File: config.mk
export PLATFORM = sky130hd
export DESIGN_NAME = interpolation_ram_reader
export DESIGN_NICKNAME = d
export VERILOG_FILES = /design/src/rtl/interpolation_ram_reader.sv
export SDC_FILE = /design/constraint.sdc
export NUM_CORES = 1
export LEC_CHECK = 0
export CAP_MARGIN = 0
export CORE_MARGIN = 8
export CORE_UTILIZATION = 30
export CTS_CLUSTER_DIAMETER = 30
export DETAILED_ROUTE_END_ITERATION = 8
export GPL_TIMING_DRIVEN = 0
export MAX_ROUTING_LAYER = met4
export PLACE_DENSITY = 0.58
export SETUP_SLACK_MARGIN = 0.5
export SLEW_MARGIN = 40
export SYNTH_ARGS = -nofsm -noshare
export SYNTH_HDL_FRONTEND = slang
export SYNTH_SLANG_ARGS = --single-unit
File: constraint.sdc
create_clock -name clk -period 8.5 [get_ports clk]
set_input_delay 0.85 -clock clk [delete_from_list [all_inputs] [get_ports clk]]
set_output_delay 0.85 -clock clk [all_outputs]
set_load 0.03 [all_outputs]
File: src/rtl/interpolation_ram_reader.sv
// Burst reader: walks a RAM address range (wrapping at 2^ADDR_WIDTH) and streams the
// returned words out through a small skid FIFO with valid/ready back-pressure.
module interpolation_ram_reader #(
  parameter int ADDR_WIDTH = 11,
  parameter int DATA_WIDTH = 32,
  parameter int RD_LATENCY = 1,
  parameter int FIFO_DEPTH = 4
) (
  input  logic                  clk,
  input  logic                  rst_n,
  input  logic                  start,
  input  logic [ADDR_WIDTH-1:0] base_addr,
  input  logic [ADDR_WIDTH:0]   length,
  output logic                  busy,
  output logic                  done,
  output logic [ADDR_WIDTH-1:0] ram_rd_addr,
  input  logic [DATA_WIDTH-1:0] ram_rd_data,
  output logic [DATA_WIDTH-1:0] m_data,
  output logic                  m_valid,
  input  logic                  m_ready,
  output logic                  m_last,
  output logic [1:0]            dbg_state
);
  localparam int PTR_W = $clog2(FIFO_DEPTH);
  localparam int CNT_W = PTR_W + 1;
  localparam int LEN_W = ADDR_WIDTH + 1;
  localparam logic [ADDR_WIDTH-1:0] ADDR_ONE  = 1;
  localparam logic [LEN_W-1:0]      LEN_ONE   = 1;
  localparam logic [PTR_W-1:0]      PTR_ONE   = 1;
  localparam logic [CNT_W:0]        DEPTH_LIM = FIFO_DEPTH;

  typedef enum logic [1:0] {IDLE = 2'd0, READ = 2'd1, DRAIN = 2'd2} state_t;

  // Stream handshake: a beat transfers on a rising edge where m_valid && m_ready;
  // while m_valid is high and m_ready low, m_data/m_valid/m_last hold.
  state_t                  state_q;
  logic                    busy_q, done_q;
  logic [ADDR_WIDTH-1:0]   addr_q;
  logic [LEN_W-1:0]        len_q, issued_q, popped_q;
  logic [RD_LATENCY-1:0]   pipe_q;
  logic [CNT_W-1:0]        inflight_q, count_q;
  logic [PTR_W-1:0]        wr_ptr_q, rd_ptr_q;
  logic [DATA_WIDTH-1:0]   mem_q [FIFO_DEPTH];

  logic           accept, issue, ret, pop;
  logic [CNT_W:0] occupancy;

  // done_q blocks a restart in the completion cycle, so a start coinciding with done is dropped.
  assign accept    = start && (state_q == IDLE) && !done_q && (length != '0);
  assign occupancy = {1'b0, count_q} + {1'b0, inflight_q};
  assign issue     = (state_q == READ) && (issued_q < len_q) && (occupancy < DEPTH_LIM);
  assign ret       = pipe_q[RD_LATENCY-1];
  assign pop       = m_valid && m_ready;

  assign busy        = busy_q;
  assign done        = done_q;
  assign ram_rd_addr = addr_q;
  assign m_valid     = (count_q != '0);
  assign m_data      = mem_q[rd_ptr_q];
  assign m_last      = m_valid && (popped_q == len_q - LEN_ONE);
  assign dbg_state   = state_q;

  always_ff @(posedge clk or negedge rst_n) begin
    if (!rst_n) begin
      state_q  <= IDLE;
      busy_q   <= 1'b0;
      done_q   <= 1'b0;
      addr_q   <= '0;
      len_q    <= '0;
      issued_q <= '0;
      popped_q <= '0;
    end else begin
      done_q <= 1'b0;
      case (state_q)
        IDLE: begin
          if (accept) begin
            state_q  <= READ;
            busy_q   <= 1'b1;
            len_q    <= length;
            issued_q <= '0;
            popped_q <= '0;
            addr_q   <= base_addr;
          end
        end
        READ: begin
          if (issue && (issued_q == len_q - LEN_ONE)) state_q <= DRAIN;
        end
        DRAIN: begin
          if (pop && m_last) begin
            state_q <= IDLE;
            busy_q  <= 1'b0;
            done_q  <= 1'b1;
          end
        end
        default: state_q <= IDLE;
      endcase
      if (issue) begin
        addr_q   <= addr_q + ADDR_ONE;
        issued_q <= issued_q + LEN_ONE;
      end
      if (pop) popped_q <= popped_q + LEN_ONE;
    end
  end

  // Read-return tracker: one valid bit per outstanding read, aligned to RD_LATENCY.
  always_ff @(posedge clk or negedge rst_n) begin
    if (!rst_n) begin
      pipe_q     <= '0;
      inflight_q <= '0;
    end else begin
      pipe_q[0] <= issue;
      for (int i = 1; i < RD_LATENCY; i++) pipe_q[i] <= pipe_q[i-1];
      inflight_q <= inflight_q + CNT_W'(issue) - CNT_W'(ret);
    end
  end

  always_ff @(posedge clk or negedge rst_n) begin
    if (!rst_n) begin
      wr_ptr_q <= '0;
      rd_ptr_q <= '0;
      count_q  <= '0;
      for (int i = 0; i < FIFO_DEPTH; i++) mem_q[i] <= '0;
    end else begin
      if (ret) begin
        mem_q[wr_ptr_q] <= ram_rd_data;
        wr_ptr_q        <= wr_ptr_q + PTR_ONE;
      end
      if (pop) rd_ptr_q <= rd_ptr_q + PTR_ONE;
      count_q <= count_q + CNT_W'(ret) - CNT_W'(pop);
    end
  end

endmodule
### Word-level counts from Yosys, hierarchy flattened

Cells that the tools add are included.

| operators by class | value |
|---|---|
| $add $sub $neg | 11 |
| magnitude comparators | 5 |
| eq/ne operators | 7 |
| multiplexer cells | 22 |
| bitwise operators | 2 |
| reductions and logical operators | 24 |

Operators with widths:

| cell | number |
|---|---|
| bitwise mux 128 bit | 1 |
| 2-to-1 mux 32 bit | 3 |
| binary-select mux 32 bit (select 2 bit) | 1 |
| demux 32 bit (select 2 bit) | 1 |
| 2-to-1 mux 12 bit | 4 |
| 2-to-1 mux 11 bit | 3 |
| adder 12 x 1 -> 12 bit (second input constant) | 2 |
| equality test 12 bit | 2 |
| < comparator 12 bit | 1 |
| nonzero test 12 bit | 1 |
| subtractor 12 x 1 -> 12 bit (second input constant) | 1 |
| adder 11 x 1 -> 11 bit (second input constant) | 1 |
| logical AND 1 bit | 10 |
| nonzero test 2 bit | 5 |
| adder 3 x 1 -> 3 bit | 2 |
| >= comparator 3 bit (second input constant) | 2 |
| 2-to-1 mux 2 bit | 3 |
| NOT 2 -> 3 bit | 2 |
| one-hot mux 2 bit (3 select lines) | 1 |
| AND reduction 2 bit | 3 |
| AND reduction 3 bit | 2 |
| subtractor 3 x 1 -> 3 bit | 2 |
| adder 2 x 1 -> 2 bit (second input constant) | 2 |
| adder 3 x 3 -> 4 bit | 1 |
| other kinds (11) | 15 |

| word-level totals | value |
|---|---|
| bits in registers | 190 |

### Depth between registers and ports, before layout

Gate-level depths: netlist of run 1.

| depth | value |
|---|---|
| depth after elaboration | 7 |
| depth in mapped cells | 15 |
| gate-level depth less buffers | 12 |

### Least setup slack after synthesis of run 1

Ideal clock, no wire load.

| path | value |
|---|---|
| path kind | reg2out |
| start point | register len_q[0] |
| end point | output port m_last |
| arrival | 3.049 ns |
| required time | 7.650 ns |
| path slack | 4.601 ns |
| stages on the path, launching flop included | 9 |
| path buffers | 1 |
| cell sequence | dfrtp_1 inv_1 ha_1 or3b_2 clkbuf_1 xnor2_1 nand4b_1 or4_4 nor4_1 |

| on the way | value |
|---|---|
| word-level cells in the longest chain between the ends | 3 |

Ends and longest elaborated chain:

| element | line | source |
|---|---|---|
| from (decl) | 39 | `logic [LEN_W-1:0] len_q, issued_q, popped_q;` |
| from (signal assigned) | 79 | `len_q <= length;` |
| subtractor 12 x 1 -> 12 bit | 60 | `assign m_last = m_valid && (popped_q == len_q - LEN_ONE);` |
| equality test 12 bit | 60 |  |
| logical AND 1 bit | 60 |  |
| to (decl) | 21 | `output logic m_last,` |

No other way between the ends.

### Worst setup path in the final report of run 1

Ends and elaborated chain as after synthesis.

==> impl_metrics.json, run 1 <==
{
  "syn_area_per_cell_um2": 12.85,
  "arrival_ns": 4.24,
  "cts.sinks": 190,
  "synth_top_cell_area_share_pct": 50.15,
  "die_w_um": 193.8,
  "gp_congestion": 0.7786,
  "status": "completed",
  "required_ns": 7.65,
  "path_cells": "inv_1 -> ha_1 -> or3b_2 -> clkbuf_1 -> xnor2_1 -> nand4b_1 -> or4_4 -> nor4_1 -> clkdlybuf4s50_1",
  "grt_setup_unrepaired": "no",
  "cap_violations": 0,
  "dr_total_vias": 6330,
  "hp-class": "input port to async pin",
  "clk_pin_slew_worst_paths_ns": 0.09,
  "numCtsBuffers": 17,
  "cts_buffer_depth": 2,
  "grt_max_degree": 74,
  "dpl.hpwl_mm": 15.92,
  "clk_latency_ns": 0.44,
  "syn_to_final_growth_pct": 23.80,
  "final.period_utilization_pct": 59.87,
  "routed_via_density": 4.941,
  "pwr_density_cell_mw_per_mm2": 413.4,
  "worstSetupPathType": "flop to output port",
  "grt_pass1_vias": 6731,
  "synth_area_leaders": "dfrtp_1 (50%), mux2_2 (15%), mux4_2 (7.6%), ha_1 (3.4%), o21ai_0 (2.3%)",
  "grt.overflow.total": 0,
  "ys.flop_type": "dfrtp_1",
  "peakVddDrop_mv": 0.1733,
  "antenna_found_initial": 0,
  "total_leakage_power_nw": 4.922,
  "final-hold-violation-count": 0,
  "cp-start-kind": "flop",
  "clock-root-buffer": "clkbuf_16",
  "relSlewSlack_pct": 49.89,
  "h-tree-depth": 4,
  "num_rows": 65,
  "design.die.area_mm2": 0.03754,
  "grt_pass1_wl_mm": 37.29,
  "crit_family": "simple AND/OR/NAND/NOR gates",
  "end_kind": "output port",
  "max_stage_delay_ns": 0.81,
  "synth_edf_count": 0,
  "fmax_mhz": 196.5,
  "cp_max_fo": 6,
  "ys_warn_count": 0,
  "layout-drive-gt1-share_pct": 24.35,
  "final_nets": 953,
  "worst-path-buf-inv": 3,
  "period_needed_ns": 5.089,
  "diodes": 0,
  "drt_iter0_markers": 256,
  "fin_worst_skew_ns": 0.01028,
  "port_buffers": 107,
  "cts_hold_buffers": 0,
  "synth-seq-cells": 190,
  "setup_tns_ns": 0,
  "post_drt_wl_per_cell_um": 17.56,
  "syn_nets": 825,
  "initial_utilization_pct": 30.28,
  "drc": 0,
  "first_pass_iters": 4,
  "core-area_mm2": 0.03131,
  "p_total_mw": 4.851,
  "tightestPinTransition_ns": 0.7516,
  "routed_wl_mm": 22.49,
  "cp_slowest_cell": "clkdlybuf4s50_1",
  "postSynthCellCount": 738,
  "fp.dieH_um": 193.8,
  "setup_viol": 0,
  "async_flop_share_pct": 100.0,
  "cts-resized-gates": 0,
  "yosysUniqueCellTypes": 58,
  "cts_setup_buffers": 0,
  "yosys.area.top_type": "dfrtp_1",
  "maxSlewViolCount": 0,
  "cts_tree": "yes",
  "syn_area_mm2": 0.009480,
  "io-pin-count": 108,
  "ant_nets": 0,
  "ys_seq_area_share_pct": 50.15,
  "grtUsageTotal_pct": 12.68
}
-- sequential cells by signal, indices dropped and copies added, names as in the netlist --
| signal | count |
|---|---|
| done | 1 |
| len_q | 12 |
| dbg_state | 2 |
| inflight_q | 3 |
| issued_q | 12 |
| rd_ptr_q | 2 |
| mem_q | 128 |
| popped_q | 12 |
| wr_ptr_q | 2 |
| pipe_q | 1 |
| busy | 1 |
| count_q | 3 |
| ram_rd_addr | 11 |
-- layout make-up --
cell class | count | area (µm²)
Fill cell | 3010 | 19580
Sequential cell | 190 | 4755
Multi-Input combinational cell | 476 | 4444
Timing Repair Buffer | 109 | 1131
Tap cell | 402 | 503.0
Clock buffer | 18 | 429.2
Clock inverter | 14 | 182.7
Buffer | 41 | 175.2
Inverter | 31 | 116.4
-- worst paths after layout --
kind                       depth (start not counted)  slack, ns       start       endpoint
min in group clk                                   1       0.50  count_q[2]     count_q[2]
min                                                1       0.32       rst_n     mem_q[100]
max in group asynchronous                          2       7.42       rst_n      mem_q[23]
max reg2reg                                       15       4.85    len_q[6]  inflight_q[2]
min reg2reg                                        1       0.50  count_q[2]     count_q[2]
max                                                9       3.41    len_q[0]         m_last
-- report_power, final --
group          switching (mW)  total [mW]  internal (mW)
registers               0.255        1.57           1.32
logic                    1.24        2.45           1.20
clock network           0.425       0.829          0.405
-- per-stage QoR --
step | hold WS (ns) | cells | instance area [µm²] | setup slack, ns | utilization, %
floorplan | 0.4646 | 738 | 9480 | 4.601 | -
global placement | 0.4815 | 1247 | 11050 | -1.784 | 35.30
detailed placement | 0.4874 | 1249 | 11120 | 3.941 | 35.51
CTS | 0.3325 | 1281 | 11730 | 3.428 | 37.46
global route | 0.3373 | 1281 | 11740 | 3.261 | 37.48
finish | 0.3222 | 1281 | 11740 | 3.411 | 37.48
-- cells in the final DEF, fill, tap and decap left out, types with 8 or more instances in the layout --
cell / n
dfrtp_1: 190
a21oi_1: 11
buf_1: 14
nand2_1: 40
o21ai_0: 44
clkbuf_1: 21
nor4_1: 9
mux4_2: 32
ha_1: 26
inv_1: 31
mux2_2: 129
nor3b_1: 14
clkdlybuf4s50_1: 106
a21o_1: 11
xor2_1: 11
clkbuf_16: 17
xnor2_1: 22
nand4_1: 8
nor2_1: 14
nand3_1: 15
and3_1: 18
-- cells in the mapped netlist, types with 3 or more instances --
master and n:
nor2_1 14, nor2b_1 3, o21ai_0 44, mux4_2 32, ha_1 26, nor4_4 3, o22ai_1 3, a21oi_1 11
a21o_1 11, o211ai_1 3, buf_1 17, clkbuf_1 20, xnor2_1 22, or3_1 6, xor2_1 11, mux2_2 129
nand2_1 40, xnor3_1 5, nor4_1 9, nor3b_1 14, nand3_1 15, dfrtp_1 190, nand4_1 8, a221o_1 6
a31oi_1 6, inv_1 31, and3_1 18
-- kinds of logic after synthesis --
logic type	after synthesis	share of synthesized area, %
DFF	190	50.15
adders and majority gates	28	3.854
and+or+nand+nor	148	9.054
xor gates and xnor gates	38	4.236
muxes	162	23.03
buffers and inverters	72	3.035
AOI/OAI and AO/OA	100	6.639
-- per-layer routing --
metal  share of wire (%)  global-route usage (%)  up-vias  wire [µm]
li1                    -                       -     2962          -
met4                0.88                   2.993        0        198
met1                  48                   16.56     3239      10830
met5                   0                       -        -          0
met2                  47                   19.91      113      10640
met3                 3.7                   2.794       16        828
Note: power is estimated with default switching activity, not from simulation.
==> run 2, diff against run 1 <==
==> constraint.sdc (replaced) <==
create_clock -name clk -period 4.94 [get_ports clk]
set_input_delay 0.494 -clock clk [delete_from_list [all_inputs] [get_ports clk]]
set_output_delay 0.494 -clock clk [all_outputs]
set_load 0.03 [all_outputs]
==> impl_metrics.json, run 2 (same netlist as run 1, synthesis figures left out) <==
{
  "ant_nets": 0,
  "cts.sinks": 190,
  "routed_wl_mm": 22.56,
  "num_rows": 65,
  "post_drt_wl_per_cell_um": 17.60,
  "dp.cells": 1249,
  "min_from": "count_q[2]",
  "grt_pass1_wl_mm": 37.29,
  "final_nets": 954,
  "layout_common_cells": "dfrtp_1 (190), mux2_2 (129), clkdlybuf4s50_1 (105)",
  "fmax_mhz": 233.2,
  "clk_pin_slew_worst_paths_ns": 0.08,
  "path_cells": "inv_1 -> ha_1 -> or3b_2 -> clkbuf_1 -> nor4_1 -> xnor3_1 -> o221ai_1 -> nor4_2 -> dlygate4sd2_1",
  "dpl.hpwl_mm": 15.92,
  "numCtsBuffers": 17,
  "cts_buffer_depth": 2,
  "status": "completed",
  "cp-startpoint": "len_q[0]",
  "hp-class": "flop to flop",
  "design.die.area_mm2": 0.03754,
  "reg2regPathDepth": 15,
  "setup_viol": 0,
  "largest_reg_flops": 128,
  "drc": 0,
  "setup_tns_ns": 0,
  "peakVddDrop_mv": 0.2987,
  "min_path_cells": 1,
  "reg2reg_from": "len_q[6]",
  "max_stage_delay_ns": 0.54,
  "routed_via_density": 4.951,
  "fp.dieH_um": 193.8,
  "grt_max_degree": 74,
  "final_common_cell": "dfrtp_1",
  "cp_slowest_cell": "nor4_2",
  "fin_cells": 1282,
  "die_w_um": 193.8,
  "relSlewSlack_pct": 51.13,
  "stdcell_area_mm2": 0.01175,
  "arrival_ns": 3.79,
  "total_leakage_power_nw": 4.931,
  "grt_setup_unrepaired": "no",
  "maxSlewViolCount": 0,
  "clk_latency_ns": 0.45,
  "fin_worst_skew_ns": 0.01124,
  "tightestPinTransition_ns": 0.7282,
  "h-tree-depth": 4,
  "antenna_found_initial": 0,
  "end_kind": "output port",
  "whs_ns": 0.5003,
  "grt.overflow.total": 0,
  "core-area_mm2": 0.03131,
  "final.period_utilization_pct": 86.80,
  "post_dp_cell_area_mm2": 0.01112,
  "cts_tree": "yes",
  "drt_iter0_markers": 226,
  "initial_utilization_pct": 30.28,
  "clock-root-buffer": "clkbuf_16",
  "grtUsageTotal_pct": 12.68,
  "io-pin-count": 108,
  "pwr_density_cell_mw_per_mm2": 711.3,
  "worstSetupPathType": "flop to output port",
  "regMostFlops": "mem_q",
  "cp_max_fo": 6,
  "layout-drive-gt1-share_pct": 24.43,
  "setup_slack_ns": 0.6521,
  "cap_violations": 0,
  "cp-start-kind": "flop",
  "period_needed_ns": 4.288,
  "p_total_mw": 8.359,
  "final-hold-violation-count": 0,
  "dpl_worst_slack_ns": 0.7371,
  "final_core_util_pct": 37.53,
  "first_pass_iters": 4,
  "fill_cells": 3011,
  "diodes": 0,
  "syn_to_final_growth_pct": 23.95,
  "grt_pass1_vias": 6737,
  "required_ns": 4.45,
  "gp_congestion": 0.7786,
  "dr_total_vias": 6347,
  "port_buffers": 107
}
-- run 2: cell types whose count changed in the layout (fill, tap and decap cells not counted) --
cell / change
clkdlybuf4s50_1: -1
dlygate4sd2_1: +1
dlygate4sd3_1: +1
nor4_1: -1
nor4_2: +1
-- run 2: path summary, 6_finish.rpt --
kind                                 end  slack [ns]
hold reg to reg               count_q[2]        0.50
min in group asynchronous     mem_q[100]        0.57
setup / recovery                  m_last        0.65
setup reg to reg           inflight_q[2]        1.29
hold / removal                count_q[2]        0.50
max in group asynchronous      mem_q[23]        3.61
-- run 2: final cells by class --
class	count	area (µm²)	area share (%)
buffer	41	175.2	1.491
sequential	190	4755	40.46
clock buffer	18	429.2	3.652
tap	402	503.0	4.280
clock inverter	14	182.7	1.555
timing repair buffer	110	1140	9.700
multi-input combinational	476	4451	37.87
inverter	31	116.4	0.9902
-- run 2: power by group --
| part | internal (mW) | total [mW] | switching, mW |
|---|---|---|---|
| Sequential | 2.27 | 2.71 | 0.439 |
| Combinational | 2.07 | 4.22 | 2.15 |
| Clock | 0.697 | 1.43 | 0.732 |
-- run 2: worst max-delay path: cells and delay by family, from the launching register on --
| kind | cells | cell delay, ns |
|---|---|---|
| buffers and inverters | 3 | 0.77 |
| AND/OR/NAND/NOR | 3 | 1.46 |
| XOR/XNOR | 1 | 0.22 |
| AO/OA/AOI/OAI | 1 | 0.20 |
| adder cells (fa/ha/maj) | 1 | 0.24 |
| flip-flops | 1 | 0.46 |
-- run 2: repair_timing --
action                     CTS  global route
hold buffers                 1             0
gates resized for setup      2             0
hold endpoints to repair    40             0
setup endpoints to repair    1             0
setup buffers                0             0
-- run 2: per-layer routing --
metal	vias to the layer above	GRT usage [%]	wire length [µm]
li1	2958	-	-
met1	3247	16.56	10880
met2	125	19.92	10680
met3	17	2.794	805
met4	0	2.993	198
met5	-	-	0
==> run 3, diff against run 2 <==
--- a/config.mk
+++ b/config.mk
@@ -11,6 +11,7 @@
 export CTS_CLUSTER_DIAMETER = 30
 export DETAILED_ROUTE_END_ITERATION = 8
 export GPL_TIMING_DRIVEN = 0
+export HOLD_SLACK_MARGIN = 0.06
 export MAX_ROUTING_LAYER = met4
 export PLACE_DENSITY = 0.58
 export SETUP_SLACK_MARGIN = 0.5
==> results of run 3 <==
Same layout as run 2: the final DEF is identical, and so are final timing and power.
